==> src/rtl/tl_frontend.sv <==
// Traffic-light front end: slow-clock prescaler, debounced start/stop button.
// Optional build macro TL_AUTO_START_EN enables a one-shot auto-start after reset.
module tl_frontend #(
    parameter int unsigned CLK_FREQ_HZ      = 50000000,
    parameter int unsigned TICK_HZ          = 1,
    parameter int unsigned DEBOUNCE_MS      = 20,
    parameter int unsigned AUTO_START_TICKS = 3
) (
    input  logic clk,
    input  logic rst_n,
    input  logic btn_n,
    output logic slow_clk,
    output logic tick,
    output logic start,
    output logic press
);

    localparam int unsigned HALF      = CLK_FREQ_HZ / (2 * TICK_HZ);
    localparam int unsigned PW        = (HALF > 1) ? $clog2(HALF) : 1;
    localparam int unsigned DB_CYCLES = CLK_FREQ_HZ / 1000 * DEBOUNCE_MS;
    localparam int unsigned DW        = (DB_CYCLES > 1) ? $clog2(DB_CYCLES) : 1;

    // Reject degenerate configurations at elaboration time.
    if (HALF < 1 || DB_CYCLES < 1 || AUTO_START_TICKS < 1) begin : g_param_check
        $error("tl_frontend: HALF, DB_CYCLES and AUTO_START_TICKS must all be at least 1");
    end

    typedef enum logic [1:0] {
        RELEASED,
        WAIT_PRESS,
        PRESSED,
        WAIT_RELEASE
    } db_state_t;

    logic [PW-1:0] presc;
    logic          wrap_c;
    logic          rise_c;
    logic [1:0]    sync;
    logic          btn_s;
    db_state_t     db_state;
    logic [DW-1:0] db_cnt;
    logic          db_done_c;

    assign wrap_c    = (presc == PW'(HALF - 1));
    assign rise_c    = wrap_c & ~slow_clk;
    assign btn_s     = sync[1];
    assign db_done_c = (db_cnt == DW'(DB_CYCLES - 1));

    // Prescaler and slow clock; tick marks only the rising half.
    always_ff @(posedge clk) begin
        if (!rst_n) begin
            presc    <= '0;
            slow_clk <= 1'b0;
            tick     <= 1'b0;
        end else begin
            presc    <= wrap_c ? '0 : presc + PW'(1);
            slow_clk <= slow_clk ^ wrap_c;
            tick     <= rise_c;
        end
    end

    // Two-flop synchroniser, idles at the released level.
    always_ff @(posedge clk) begin
        if (!rst_n) begin
            sync <= 2'b11;
        end else begin
            sync <= {sync[0], btn_n};
        end
    end

    // Debounce FSM: a level must hold for DB_CYCLES before it is believed.
    always_ff @(posedge clk) begin
        if (!rst_n) begin
            db_state <= RELEASED;
            db_cnt   <= '0;
            press    <= 1'b0;
        end else begin
            press <= 1'b0;
            case (db_state)
                RELEASED: begin
                    if (!btn_s) begin
                        db_state <= WAIT_PRESS;
                        db_cnt   <= '0;
                    end
                end
                WAIT_PRESS: begin
                    if (btn_s) begin
                        db_state <= RELEASED;
                    end else if (db_done_c) begin
                        db_state <= PRESSED;
                        press    <= 1'b1;
                    end else begin
                        db_cnt <= db_cnt + DW'(1);
                    end
                end
                PRESSED: begin
                    if (btn_s) begin
                        db_state <= WAIT_RELEASE;
                        db_cnt   <= '0;
                    end
                end
                WAIT_RELEASE: begin
                    if (!btn_s) begin
                        db_state <= PRESSED;
                    end else if (db_done_c) begin
                        db_state <= RELEASED;
                    end else begin
                        db_cnt <= db_cnt + DW'(1);
                    end
                end
                default: begin
                    db_state <= RELEASED;
                    db_cnt   <= '0;
                end
            endcase
        end
    end

`ifdef TL_AUTO_START_EN
    localparam int unsigned ACW = (AUTO_START_TICKS > 1) ? $clog2(AUTO_START_TICKS + 1) : 1;

    logic [ACW-1:0] auto_cnt;
    logic           auto_armed;

    // Start toggles on press; otherwise one-shot set on the Nth tick. Any press disarms.
    always_ff @(posedge clk) begin
        if (!rst_n) begin
            start      <= 1'b0;
            auto_cnt   <= '0;
            auto_armed <= 1'b1;
        end else if (press) begin
            start      <= ~start;
            auto_armed <= 1'b0;
        end else if (auto_armed && rise_c) begin
            if (auto_cnt == ACW'(AUTO_START_TICKS - 1)) begin
                start      <= 1'b1;
                auto_armed <= 1'b0;
            end else begin
                auto_cnt <= auto_cnt + ACW'(1);
            end
        end
    end
`else
    // Start mode flips once per accepted press.
    always_ff @(posedge clk) begin
        if (!rst_n) begin
            start <= 1'b0;
        end else if (press) begin
            start <= ~start;
        end
    end
`endif

endmodule

==> config.mk <==
export PLATFORM = sky130hd
export DESIGN_NAME = tl_frontend
export DESIGN_NICKNAME = d
export VERILOG_FILES = /design/src/rtl/tl_frontend.sv
export SDC_FILE = /design/constraint.sdc
export NUM_CORES = 1
export LEC_CHECK = 0
export ABC_CLOCK_PERIOD_IN_PS = 3250
export BUFFER_PORTS_ARGS = -buffer_cell sky130_fd_sc_hd__buf_2
export CAP_MARGIN = 20
export CELL_PAD_IN_SITES_DETAIL_PLACEMENT = 1
export CELL_PAD_IN_SITES_GLOBAL_PLACEMENT = 2
export CORE_ASPECT_RATIO = 1.4
export CORE_UTILIZATION = 41
export DETAILED_ROUTE_END_ITERATION = 8
export HOLD_SLACK_MARGIN = 0.03
export PLACE_DENSITY_LB_ADDON = 0.1
export REMOVE_ABC_BUFFERS = 1
export SETUP_SLACK_MARGIN = 0.1
export SLEW_MARGIN = 30
export SYNTH_ARGS = -nofsm -noshare
export SYNTH_HDL_FRONTEND = slang
export SYNTH_SLANG_ARGS = --single-unit
export TNS_END_PERCENT = 50
==> constraint.sdc <==
create_clock -name clk -period 3.25 [get_ports clk]
set_clock_uncertainty 0.1 [all_clocks]
set_input_delay 0.65 -clock clk [delete_from_list [all_inputs] [get_ports clk]]
set_output_delay 0.65 -clock clk [all_outputs]
set_load 0.02 [all_outputs]
; After elaboration in Yosys (flattened, before gate mapping)
; Index checks and enable logic that the tools add are counted.
[totals]
elab_cells = 46
in_bits = 3
out_inout_bits = 4
regBits = 53
[op_classes]
n_bitwise = 6
n_mux = 14
eq_ne = 11
reduce_logical = 5
n_addsub = 2
[ops]
columns = op, n
row1 = $mux W20, 5
row2 = $pmux W20 S4, 1
row3 = $add A25 B1 Y25 const B, 1
row4 = $eq A25 B25 Y1 const B, 1
row5 = $add A20 B1 Y20 const B, 1
row6 = $eq A20 B20 Y1 const B, 1
row7 = $mux W2, 6
row8 = $ne A2 B2 Y1 const B, 4
row9 = $pmux W2 S4, 1
row10 = $reduce_and A4 Y1, 2
row11 = $ne A3 B3 Y1 const B, 2
row12 = $eq A2 B2 Y1 const B, 2
row13 = $not A1 Y1, 4
row14 = $reduce_or A3 Y1, 1
row15 = $eq A2 B1 Y1 const B, 1
row16 = $logic_not A2 Y1, 1
row17 = $reduce_or A2 Y1, 1
row18 = $and A1 B1 Y1, 1
row19 = $mux W1, 1
row20 = $xor A1 B1 Y1, 1

; Longest topological paths before layout
; Gate-level depths: netlist of run 1.
[logic_depth]
word_depth = 4
mapped_depth = 7
ltp_nobuf = 6

; Least setup slack after synthesis of run 1
; OpenSTA, ideal clock, no wires.
[synth_timing]
kind = register to register
start = register db_cnt[5]
end = register db_cnt[17]
period_less_slack_ns = 1.903
stages_incl_launch_ff = 6
setup_slack_ns = 1.347
n_path_buf = 0
t_arrival_ns = 1.683
cell_sequence = dfxtp_1 or3b_1 nor4_4 a21oi_2 and3_1 a211o_1
[synth_between]
elab_chain_cells = 4
elab_cells_between_ends = 6
[synth_lines]
columns = element, line_no
row1 = start: declaration, 41  ; logic [DW-1:0] db_cnt;
row2 = start signal: assignment, 93  ; db_cnt <= db_cnt + DW'(1);
row3 = start signal: assignment, 108  ; db_cnt <= db_cnt + DW'(1);
row4 = $add A20 B1 Y20 or $eq A20 B20 Y1 (tied branches), "93, 108, 47"
row5 = $mux W20 *, "89, 105"
row6 = "$mux W20, on equally long branches", "103, 87"
row7 = $pmux W20 S4 *, 79  ; case (db_state)
; Mark *: on every way between the ends. The rest lies on a longest branch, timed or not. The select of a mux whose other input is x is not followed.
; A chain may end at the register's enable or synchronous reset.

; Worst setup path after layout of run 1
[layout_timing]
start = register presc[0]
end = register presc[20]
[layout_between]
elab_chain_cells = 2
elab_cells_between_ends = 3
[layout_lines]
columns = element, line_no
row1 = start: declaration, 35  ; logic [PW-1:0] presc;
row2 = start signal: assignment, 56  ; presc <= wrap_c ? '0 : presc + PW'(1);
row3 = branches (longest 2 deep; another with $add A25 B1 Y25), -
; Several ways; the timed one is not identified.

==> results of run 1 <==
[layout by cell type, fill, tap and decap left out, types with 7 or more instances in the layout]
cell,instances
a31oi_1,11
nand4_1,9
nor2_1,43
nor4_1,9
dfxtp_1,53
xor2_1,7
xnor2_1,23
and4_1,7
inv_1,9
nand3_1,19
and3_1,9
nand2_1,21
nor3_1,8
[critical path: stages (launching register included)]
cell and delay (ns):
dfxtp_1 0.41, ha_1 0.27, nand4_2 0.23, nor4_1 0.39, nand2b_1 0.50, buf_4 0.29
nor2_1 0.07
[per-layer routing]
layer  share of wire, %  global-route usage (%)  up-vias
li1                   -                       -     1024
met5                  0                       0        -
met3                1.2                    2.91        6
met1                 43                    21.2      992
met2                 55                    36.5       13
met4                1.4                    6.77        0
[flip-flops by register name, indices dropped and copies added (netlist names), named ones only]
| register | cells |
|---|---|
| presc | 25 |
| db_cnt | 20 |
| sync | 2 |
| db_state | 1 |
| press | 1 |
| slow_clk | 1 |
| start | 1 |
| tick | 1 |
[area by class of cell]
class                   count  area [µm²]
clock buffers               6        72.6
clock inverters             2        15.0
fillers                   725        3190
inverters                   9        33.8
multi-input cells         214        1360
flip-flops and latches     53        1060
well taps                  70        87.6
repair buffers              9        52.6
[power by group through the flow]
| stage | combinational, mW | sequential [mW] | clock (mW) |
|---|---|---|---|
| detailed placement | 0.0309 | 0.674 | 0 |
| floorplan | 0.0188 | 0.673 | 0 |
| global placement | 0.0308 | 0.674 | 0 |
| CTS | 0.0311 | 0.659 | 0.386 |
| finish | 0.0303 | 0.659 | 0.372 |
| global route | 0.0341 | 0.660 | 0.408 |
[logic make-up (layout without fill, tap and decap cells)]
kind of cell / after synthesis / after routing
AOI/OAI and AO/OA: 28 / 28
xor gates and xnor gates: 30 / 30
adders and majority gates: 3 / 3
buffers and inverters: 16 / 26
DFF: 53 / 53
muxes: 4 / 4
and+or+nand+nor: 149 / 149
[final timing paths]
path	endpoint	cells past startpoint	start	slack, ns
worst max-delay path	presc[20]	6	presc[0]	0.89
worst min-delay path	sync[1]	1	sync[0]	0.35
worst max register to register	presc[20]	6	presc[0]	0.89
worst min register to register	sync[1]	1	sync[0]	0.35
==> summary.md, run 1 <==
| Metric | Value |
|---|---|
| Status | `finished, final reports clean` |
| Clock period minus worst slack | `2.36 ns` |
| First-pass GRT wire length | `9340 µm` |
| Hold_buf cts | `0` |
| Synth Area in XOR/XNOR | `10.5%` |
| Placed cell areas | `2590 µm²` |
| Clock Latency Late Sink | `about 0.30 ns` |
| Max-cap viol count | `0` |
| Synth Warn # | `0` |
| Highest clock rate | `~0.42 GHz` |
| Most frequent cell after synthesis | `dfxtp_1` |
| VDD IR max | `0.000172 V` |
| RSZ-0062 raised after global routing | `no` |
| Die footprint | `6410 µm²` |
| First-pass DRT Iterations | `4` |
| Static Leak | `a little over 0.9 nW` |
| Final nets | `298` |
| CP endpoint kind | `register` |
| Post-synthesis mux area share | `1.65%` |
| Worst-margin pin slew | `0.761 ns` |
| Layout Cells excl Fill | `~360` |
| Syn-to-layout area delta | `7.27%` |
| Routed vias/inst | `5.61` |
| CTS Sinks | `53` |
| Final setup viols | `0` |
| Initial antenna violation count | `0` |
| Core ar. | `approximately 6000 µm²` |
| Die height | `94.3 µm` |
| Post-CTS Setup Inserts | `0` |
| Crit Path Class | `reg2reg` |
| Slew headroom | `roughly half` |
| IO Count | `7` |
| Vias in the first global route | `a little under 2000` |
| Layout cells sized above 1 | `8.87%` |
| Internal power | `815 µW` |
| Sequential share of power | `62.1%` |
| Clock network power share | `35.0%` |
| Initial Util | `a little over two fifths` |
| Final WS setup | `0.893 ns` |
| Count of different cell masters after synthesis | `44` |
| Critical Path AT | `2.46 ns` |
| Pins Over Slew Limit | `0` |
| Clock tree root buffer cell | `clkbuf_8` |
| Clk buf depth | `2` |
| TritonCTS buffer count | `5` |
| # rows | `33` |
| Area leader, netlist | `dfxtp_1` |
| Post-CTS resize count | `0` |
| Routed wire length | `5650 µm` |
| Combinational Power Share | `under 10%` |
| Design Power | `roughly 1.1 mW` |
| Required @ worst endpoint | `3.35 ns` |
| HPWL Detailed | `roughly 4200 µm` |
| Design Area, Final | `between 2000 and 3000 µm²` |
| GRT Overall Usage | `slightly below 20%` |
| Die W | `67.9 µm` |
| CTS tree | `done` |
| Seq/Total Area, Yosys | `42.5%` |
| Routed vias | `2035` |
| Number of port buffers | `6` |
| Critical path peak fanout | `13` |
| ANT nets after route | `0` |
| RePlAce Congestion | `0.740` |
| Fin util | `45.7%` |
| Number of flops mapped to enable cells by yosys | `0` |
| Pre-CTS WS | `0.873 ns` |
| NetSw | `245 µW` |
| Post-Syn Area per Cell | `approximately 9 µm²` |
| CTS clk-pin slew, worst paths | `0.10 ns` |
| Remaining DRCs | `0` |
| ANT cells | `0` |
| Iteration-0 DRC Markers | `57` |
| Mapped Cells | `283` |
| Power per cell area | `396 nW/µm²` |
| Synth top area cells | `dfxtp_1 (43%), xnor2_1 (8.1%), nor2_1 (6.5%)` |
| Synthesized flop and latch total | `53` |
| Total grt overflow | `0` |
| Routed wire per std cell | `around 16 µm` |
| Fin Setup TNS | `0 ns` |
| DP Cell Count | `355` |
| Final hold vios | `0` |
| Synth async-reset ratio | `0%` |
| Leading cell types by count after synthesis | `dfxtp_1 (53), nor2_1 (43), xnor2_1 (23)` |
| Worst setup SP type | `register` |
| Sw Ratio | `between 20% and 30%` |
| Final hold slack | `0.346 ns` |
| Netlist area before placement | `2500 µm²` |
| Synth Area in Adders | `1.50%` |
| H-tree depth | `2` |
| Final worst path period share | `72.5%` |
| Largest family of logic cells by synthesized area | `simple AND/OR/NAND/NOR gates` |
| Simple-gate portion of the synthesized area | `between 30% and 40%` |
| Synth Area in Compound Gates | `about 7.3%` |
| Largest net degree at the start of global routing | `19` |
| Worst Hold Class | `reg2reg` |
| Post-synth top area share | `42.5%` |
| Main synth FF type | `dfxtp_1` |
Power figures use the tool's default switching activity.
==> run 2, diff against run 1 <==
- ABC_AREA: unset -> 1
- ABC_CLOCK_PERIOD_IN_PS: 3250 -> 2130
- CORE_UTILIZATION: 41 -> 32
- clock period: 3.25 -> 2.13 ns (I/O delays scaled with it)
==> run 2 against run 1 <==
Synthesized cell count rose by 42%. Wire length rose by 25%. Largest power group unchanged. Cell count rose by 43%. Highest routed layer unchanged. Largest cell class unchanged.
==> summary.md, run 2 <==
| Metric | Value |
|---|---|
| Status | `finished, final reports clean (unchanged)` |
| Die W | `80.3 µm (was 67.9 µm)` |
| Post-CTS resize count | `0 (unchanged)` |
| Routed vias | `2463 (was 2035)` |
| Worst-margin pin slew | `0.362 ns (was 0.761 ns)` |
| Post-Syn Area per Cell | `6.84 µm² (was 8.82 µm²)` |
| RR Endpoint | `db_cnt[18] (was presc[20])` |
| Origin of the worst min-delay path | `btn_n (was sync[0])` |
| Power per cell area | `655 nW/µm² (was 396 nW/µm²)` |
| Post-CTS Setup Inserts | `0 (unchanged)` |
| HPWL Detailed | `5500 µm (was 4230 µm)` |
| Crit Path Class | `reg2reg (unchanged)` |
| Total grt overflow | `0 (unchanged)` |
| Routed wire length | `7040 µm (was 5650 µm)` |
| Critical Path AT | `1.91 ns (was 2.46 ns)` |
| Largest family of logic cells by synthesized area | `simple AND/OR/NAND/NOR gates (unchanged)` |
| Iteration-0 DRC Markers | `54 (was 57)` |
| Synth Area in XOR/XNOR | `3.15% (was 10.5%)` |
| Synth Area in Adders | `1.37% (was 1.50%)` |
| Netlist area before placement | `2740 µm² (was 2500 µm²)` |
| Reg2Reg Depth | `10 (was 6)` |
| Most flops, register | `presc (unchanged)` |
| Static Leak | `1.16 nW (was 0.929 nW)` |
| Regs by FF count | `presc x25, db_cnt x20, sync x2 (unchanged)` |
| Fin Setup TNS | `0 ns (unchanged)` |
| Post-synthesis mux area share | `0% (was 1.65%)` |
| IO Count | `7 (unchanged)` |
| Post-synth top area share | `38.7% (was 42.5%)` |
| Number of flip-flops in the largest register | `25 (unchanged)` |
| Worst path top cell family by delay | `simple AND/OR/NAND/NOR gates (unchanged)` |
| Slew headroom | `75.8% (was 49.3%)` |
| Bufs and invs on worst path | `1 (unchanged)` |
| Clock period minus worst slack | `1.81 ns (was 2.36 ns)` |
| Worst Hold Class | `in2reg (was reg2reg)` |
| Slowest-stage cell, CP | `dfxtp_1 (was nand2b_1)` |
| Synth Area in Compound Gates | `4.88% (was 7.32%)` |
| Mapped Cells | `401 (was 283)` |
| Max-cap viol count | `0 (unchanged)` |
| Worst setup SP type | `register (unchanged)` |
| Synth async-reset ratio | `0% (unchanged)` |
| Initial Util | `33.3% (was 42.6%)` |
| Synthesized flop and latch total | `53 (unchanged)` |
| Seq/Total Area, Yosys | `38.7% (was 42.5%)` |
| Most frequent cell after synthesis | `nand2_1 (was dfxtp_1)` |
| Commonest non-fill, non-tap cells in the layout | `nand2_1 (89), nor2_1 (77), dfxtp_1 (53) (was dfxtp_1 (53), nor2_1 (43), xnor2_1 (23))` |
| CTS Sinks | `53 (unchanged)` |
| Largest stage delay on the critical path | `0.37 ns (was 0.50 ns)` |
| Commonest non-fill, non-tap cell in the layout | `nand2_1 (was dfxtp_1)` |
| Final nets | `421 (was 298)` |
| Hold_buf cts | `0 (unchanged)` |
| Clk buf depth | `2 (unchanged)` |
| Largest net degree at the start of global routing | `25 (was 19)` |
| Reg2reg start | `db_cnt[0] (was presc[0])` |
| Critical path peak fanout | `5 (was 13)` |
| TritonCTS buffer count | `5 (unchanged)` |
| Routed wire per std cell | `13.6 µm (was 15.6 µm)` |
| Layout cells sized above 1 | `13.7% (was 8.87%)` |
| Die footprint | `8950 µm² (was 6410 µm²)` |
| Number of port buffers | `6 (unchanged)` |
| Final hold vios | `0 (unchanged)` |
| Remaining DRCs | `0 (unchanged)` |
| Initial antenna violation count | `0 (unchanged)` |
| Count of different cell masters after synthesis | `32 (was 44)` |
| Core ar. | `8250 µm² (was 5860 µm²)` |
| Final setup viols | `0 (unchanged)` |
| H-tree depth | `2 (unchanged)` |
| CP Depth | `10 (was 6)` |
| Hold Path Stages | `2 (was 1)` |
| Required @ worst endpoint | `2.22 ns (was 3.35 ns)` |
| RePlAce Congestion | `0.779 (was 0.740)` |
| Pins Over Slew Limit | `0 (unchanged)` |
| RSZ-0062 raised after global routing | `no (unchanged)` |
| Worst path cell trace | `ha_1 > nand3_2 > inv_1 > nand2_1 > nor2_1 > nand3_1 > nor2_1 > nand2_1 > nand2_1 > nor2_1 (was ha_1 > nand4_2 > nor4_1 > nand2b_1 > buf_4 > nor2_1)` |
| # rows | `39 (was 33)` |
| VDD IR max | `0.000363 V (was 0.000172 V)` |
| First-pass GRT wire length | `12100 µm (was 9340 µm)` |
| First-pass DRT Iterations | `4 (unchanged)` |
| Final hold slack | `0.227 ns (was 0.346 ns)` |
| GRT Overall Usage | `17.8% (was 19.5%)` |
| Number of flops mapped to enable cells by yosys | `0 (unchanged)` |
| Design Area, Final | `3080 µm² (was 2680 µm²)` |
| FF-to-FF setup slack | `0.32 ns (was 0.89 ns)` |
| Leading cell types by count after synthesis | `nand2_1 (89), nor2_1 (77), dfxtp_1 (53) (was dfxtp_1 (53), nor2_1 (43), xnor2_1 (23))` |
| Area leader, netlist | `dfxtp_1 (unchanged)` |
| Synth top area cells | `dfxtp_1 (39%), nand2_1 (12%), nor2_1 (11%) (was dfxtp_1 (43%), xnor2_1 (8.1%), nor2_1 (6.5%))` |
| ANT cells | `0 (unchanged)` |
| Clock Latency Late Sink | `0.29 ns (was 0.30 ns)` |
| Die height | `112 µm (was 94.3 µm)` |
| Routed vias/inst | `4.75 (was 5.61)` |
| CP endpoint kind | `register (unchanged)` |
| CTS tree | `done (unchanged)` |
| ANT nets after route | `0 (unchanged)` |
| Syn-to-layout area delta | `12.4% (was 7.27%)` |
| Fin util | `37.4% (was 45.7%)` |
| Main synth FF type | `dfxtp_1 (unchanged)` |
| WHS Endpoint | `sync[0] (was sync[1])` |
| Final worst path period share | `85.2% (was 72.5%)` |
| Simple-gate portion of the synthesized area | `42.1% (was 33.3%)` |
| CTS clk-pin slew, worst paths | `0.07 ns (was 0.10 ns)` |
| Placed cell areas | `2910 µm² (was 2590 µm²)` |
| Vias in the first global route | `2607 (was 1983)` |
| Clock tree root buffer cell | `clkbuf_16 (was clkbuf_8)` |
| Highest clock rate | `0.551 GHz (was 0.424 GHz)` |
| Synth Warn # | `0 (unchanged)` |
==> run 2: changes by cell type after synthesis, sizes merged, moves of 7 or more <==
cell / before / now
xnor2: 23 / 5
nor3: 8 / 22
inv: 9 / 61
nand2: 21 / 94
a21oi: 6 / 13
a31oi: 11 / 2
nor4: 11 / 1
nor2: 43 / 87
and4: 7 / 0
and3: 9 / 0
==> run 2: area by class of cell <==
type	instances	area, µm²
Timing Repair Buffer	11	80.1
Inverter	61	229
Tap cell	102	128
Fill cell	1043	5160
Clock buffer	7	143
Clock inverter	1	30.0
Sequential cell	53	1060
Multi-Input combinational cell	283	1410
==> run 2: routing by layer <==
| metal | vias up | track usage [%] | wire length (µm) |
|---|---|---|---|
| li1 | 1281 | - | - |
| met1 | 1162 | 17.4 | 2730 |
| met2 | 12 | 35.6 | 4090 |
| met3 | 8 | 2.70 | 83 |
| met4 | 0 | 6.90 | 141 |
| met5 | - | 0 | 0 |
==> run 2: metrics by stage <==
step	power [mW]	setup WS [ns]	cells
2_1_floorplan	1.06	0.506	397
3_3_place_gp	1.09	0.301	510
3_5_place_dp	1.09	0.278	510
4_1_cts	2.07	0.264	518
5_1_grt	2.11	0.150	518
6_report	2.02	0.316	518
==> run 2: cells by family after synthesis <==
family          after synthesis
flops                        53
xor+xnor                      9
compound gates               24
fa+ha+maj                     3
buf+inv                      65
simple gates                247
==> run 2: where the power goes <==
group          total, mW  leakage [nW]  switching, mW  internal, mW
registers           1.00         0.428        0.00674         0.998
clock network      0.956        0.0841          0.367         0.588
logic             0.0599         0.652         0.0393        0.0206
==> run 2: worst max path at each step <==
stage,startpoint,endpoint,slack (ns)
after floorplan,presc[0],presc[19],0.51
after global placement,db_cnt[0],db_cnt[18],0.30
after detailed placement,db_cnt[0],db_cnt[18],0.28
after CTS,db_cnt[0],db_cnt[18],0.26
after global routing,db_cnt[0],db_cnt[18],0.15
final,db_cnt[0],db_cnt[18],0.32
==> run 3, diff against run 2 <==
- ABC_AREA: 1 -> unset
- CORE_UTILIZATION: 32 -> 35
==> run 3 against run 2 <==
Die area down 16%. Maximum frequency down 5.3%. Global-route usage down 0.40 points. Critical path type unchanged. Sequential power about the same. Hold slack worse by 0.029 ns. Cell count down 22%. Combinational power up 2%. Cell area down 6.7%. Via count down 14%. Wire length down 17%. Register-to-register slack worse by 0.10 ns.
==> summary.md, run 3 (synthesized netlist as in run 1, its figures left out) <==
| Metric | Value |
|---|---|
| Regs by FF count | `presc x25, db_cnt x20, sync x2 (unchanged)` |
| Crit Path Class | `reg2reg (unchanged)` |
| Number of flip-flops in the largest register | `25 (unchanged)` |
| Final setup viols | `0 (unchanged)` |
| Routed wire length | `5850 µm (was 7040 µm)` |
| Placed cell areas | `2760 µm² (was 2910 µm²)` |
| Max-cap viol count | `0 (unchanged)` |
| Core ar. | `6940 µm² (was 8250 µm²)` |
| # rows | `36 (was 39)` |
| RePlAce Congestion | `0.796 (was 0.779)` |
| ANT nets after route | `0 (unchanged)` |
| Final worst path period share | `89.9% (was 85.2%)` |
| ANT cells | `0 (unchanged)` |
| Fin Setup TNS | `0 ns (unchanged)` |
| Number of port buffers | `6 (unchanged)` |
| TritonCTS buffer count | `5 (unchanged)` |
| Worst Hold Class | `in2reg (unchanged)` |
| Pins Over Slew Limit | `0 (unchanged)` |
| Commonest non-fill, non-tap cells in the layout | `dfxtp_1 (53), nor2_1 (43), xnor2_1 (23) (was nand2_1 (89), nor2_1 (77), dfxtp_1 (53))` |
| CTS Sinks | `53 (unchanged)` |
| VDD IR max | `0.000282 V (was 0.000363 V)` |
| HPWL Detailed | `4210 µm (was 5500 µm)` |
| Static Leak | `1.03 nW (was 1.16 nW)` |
| Die W | `73.4 µm (was 80.3 µm)` |
| Clk buf depth | `2 (unchanged)` |
| DP Cell Count | `397 (was 510)` |
| Remaining DRCs | `0 (unchanged)` |
| Clock Latency Late Sink | `0.31 ns (was 0.29 ns)` |
| Highest clock rate | `0.522 GHz (was 0.551 GHz)` |
| Routed wire per std cell | `14.4 µm (was 13.6 µm)` |
| Die footprint | `7480 µm² (was 8950 µm²)` |
| Design Area, Final | `2880 µm² (was 3080 µm²)` |
| RSZ-0062 raised after global routing | `no (unchanged)` |
| FF-to-FF setup slack | `0.21 ns (was 0.32 ns)` |
| CTS tree | `done (unchanged)` |
| Power per cell area | `572 nW/µm² (was 655 nW/µm²)` |
| CTS clk-pin slew, worst paths | `0.10 ns (was 0.07 ns)` |
| Routed vias/inst | `5.21 (was 4.75)` |
| Vias in the first global route | `2108 (was 2607)` |
| Required @ worst endpoint | `2.23 ns (was 2.22 ns)` |
| Clock tree root buffer cell | `clkbuf_8 (was clkbuf_16)` |
| Critical Path AT | `2.02 ns (was 1.91 ns)` |
| CP endpoint kind | `register (unchanged)` |
| Initial antenna violation count | `0 (unchanged)` |
| Initial Util | `36.0% (was 33.3%)` |
| Slew headroom | `61.5% (was 75.8%)` |
| Critical path peak fanout | `6 (was 5)` |
| Hold_buf cts | `0 (unchanged)` |
| Final WS setup | `0.215 ns (was 0.316 ns)` |
| Largest net degree at the start of global routing | `26 (was 25)` |
| Layout Cells excl Fill | `406 (was 518)` |
| Total grt overflow | `0 (unchanged)` |
| Commonest non-fill, non-tap cell in the layout | `dfxtp_1 (was nand2_1)` |
| Syn-to-layout area delta | `15.2% (was 12.4%)` |
| Most flops, register | `presc (unchanged)` |
| Routed vias | `2115 (was 2463)` |
| Pre-CTS WS | `0.139 ns (was 0.278 ns)` |
| Clock period minus worst slack | `1.92 ns (was 1.81 ns)` |
| Die height | `102 µm (was 112 µm)` |
| Iteration-0 DRC Markers | `66 (was 54)` |
| H-tree depth | `2 (unchanged)` |
| First-pass DRT Iterations | `4 (unchanged)` |
| Fill cells | `846 (was 1043)` |
| Final nets | `316 (was 421)` |
| Layout cells sized above 1 | `15.4% (was 13.7%)` |
| First-pass GRT wire length | `10100 µm (was 12100 µm)` |
| GRT Overall Usage | `17.4% (was 17.8%)` |
| Final hold vios | `0 (unchanged)` |
| Worst setup SP type | `register (unchanged)` |
| IO Count | `7 (unchanged)` |
| Status | `finished, final reports clean (unchanged)` |
| Worst-margin pin slew | `0.575 ns (was 0.362 ns)` |
## run 3: metrics by stage
stage                     utilization, %  power, mW  hold slack (ns)
after floorplan                        -       1.06            0.286
after global placement              39.8       1.09            0.298
after detailed placement            39.8       1.09            0.299
after CTS                           41.1       1.68            0.195
after global routing                41.5       1.72            0.212
final                               41.5       1.65            0.198
## run 3: metal layers
metal	vias to the layer above	global-route usage, %	wire, µm
met2	15	27.4	2640
li1	1059	-	-
met4	0	4.88	68
met5	-	0	0
met3	6	3.25	101
met1	1035	24.2	3040
## run 3: worst paths after layout
| kind | end | start | depth (start not counted) |
|---|---|---|---|
| setup / recovery | register | db_cnt[13] | 5 |
| setup reg to reg | register | db_cnt[13] | 5 |
| hold / removal | sync[0] | btn_n | 2 |
| hold reg to reg | sync[1] | sync[0] | 1 |
## run 3: power breakdown
| group | leakage, nW | internal, mW | switching, mW |
|---|---|---|---|
| sequential | 0.428 | 0.997 | 0.00555 |
| clock | 0.0374 | 0.233 | 0.349 |
| combinational | 0.564 | 0.0235 | 0.0376 |
## run 3: what timing repair did
item,4_1_cts,5_1_grt
gates resized for setup,0,4
setup endpoints to repair,0,37
buffers inserted,0,1
## run 3: worst max-delay path, stage by stage (launching register included)
cell,delay (ns)
dfxtp_1,0.36
or3b_1,0.40
nor4_4,0.33
and3_1,0.36
mux2i_1,0.22
nor2_1,0.05
## run 3: layout make-up
class | count | area, µm² | area share (%)
clock inverter | 2 | 15.0 | 0.522
multi-input combinational | 214 | 1380 | 47.8
timing repair buffer | 27 | 200 | 6.96
tap | 95 | 119 | 4.13
clock buffer | 6 | 72.6 | 2.52
inverter | 9 | 33.8 | 1.17
sequential | 53 | 1060 | 36.9
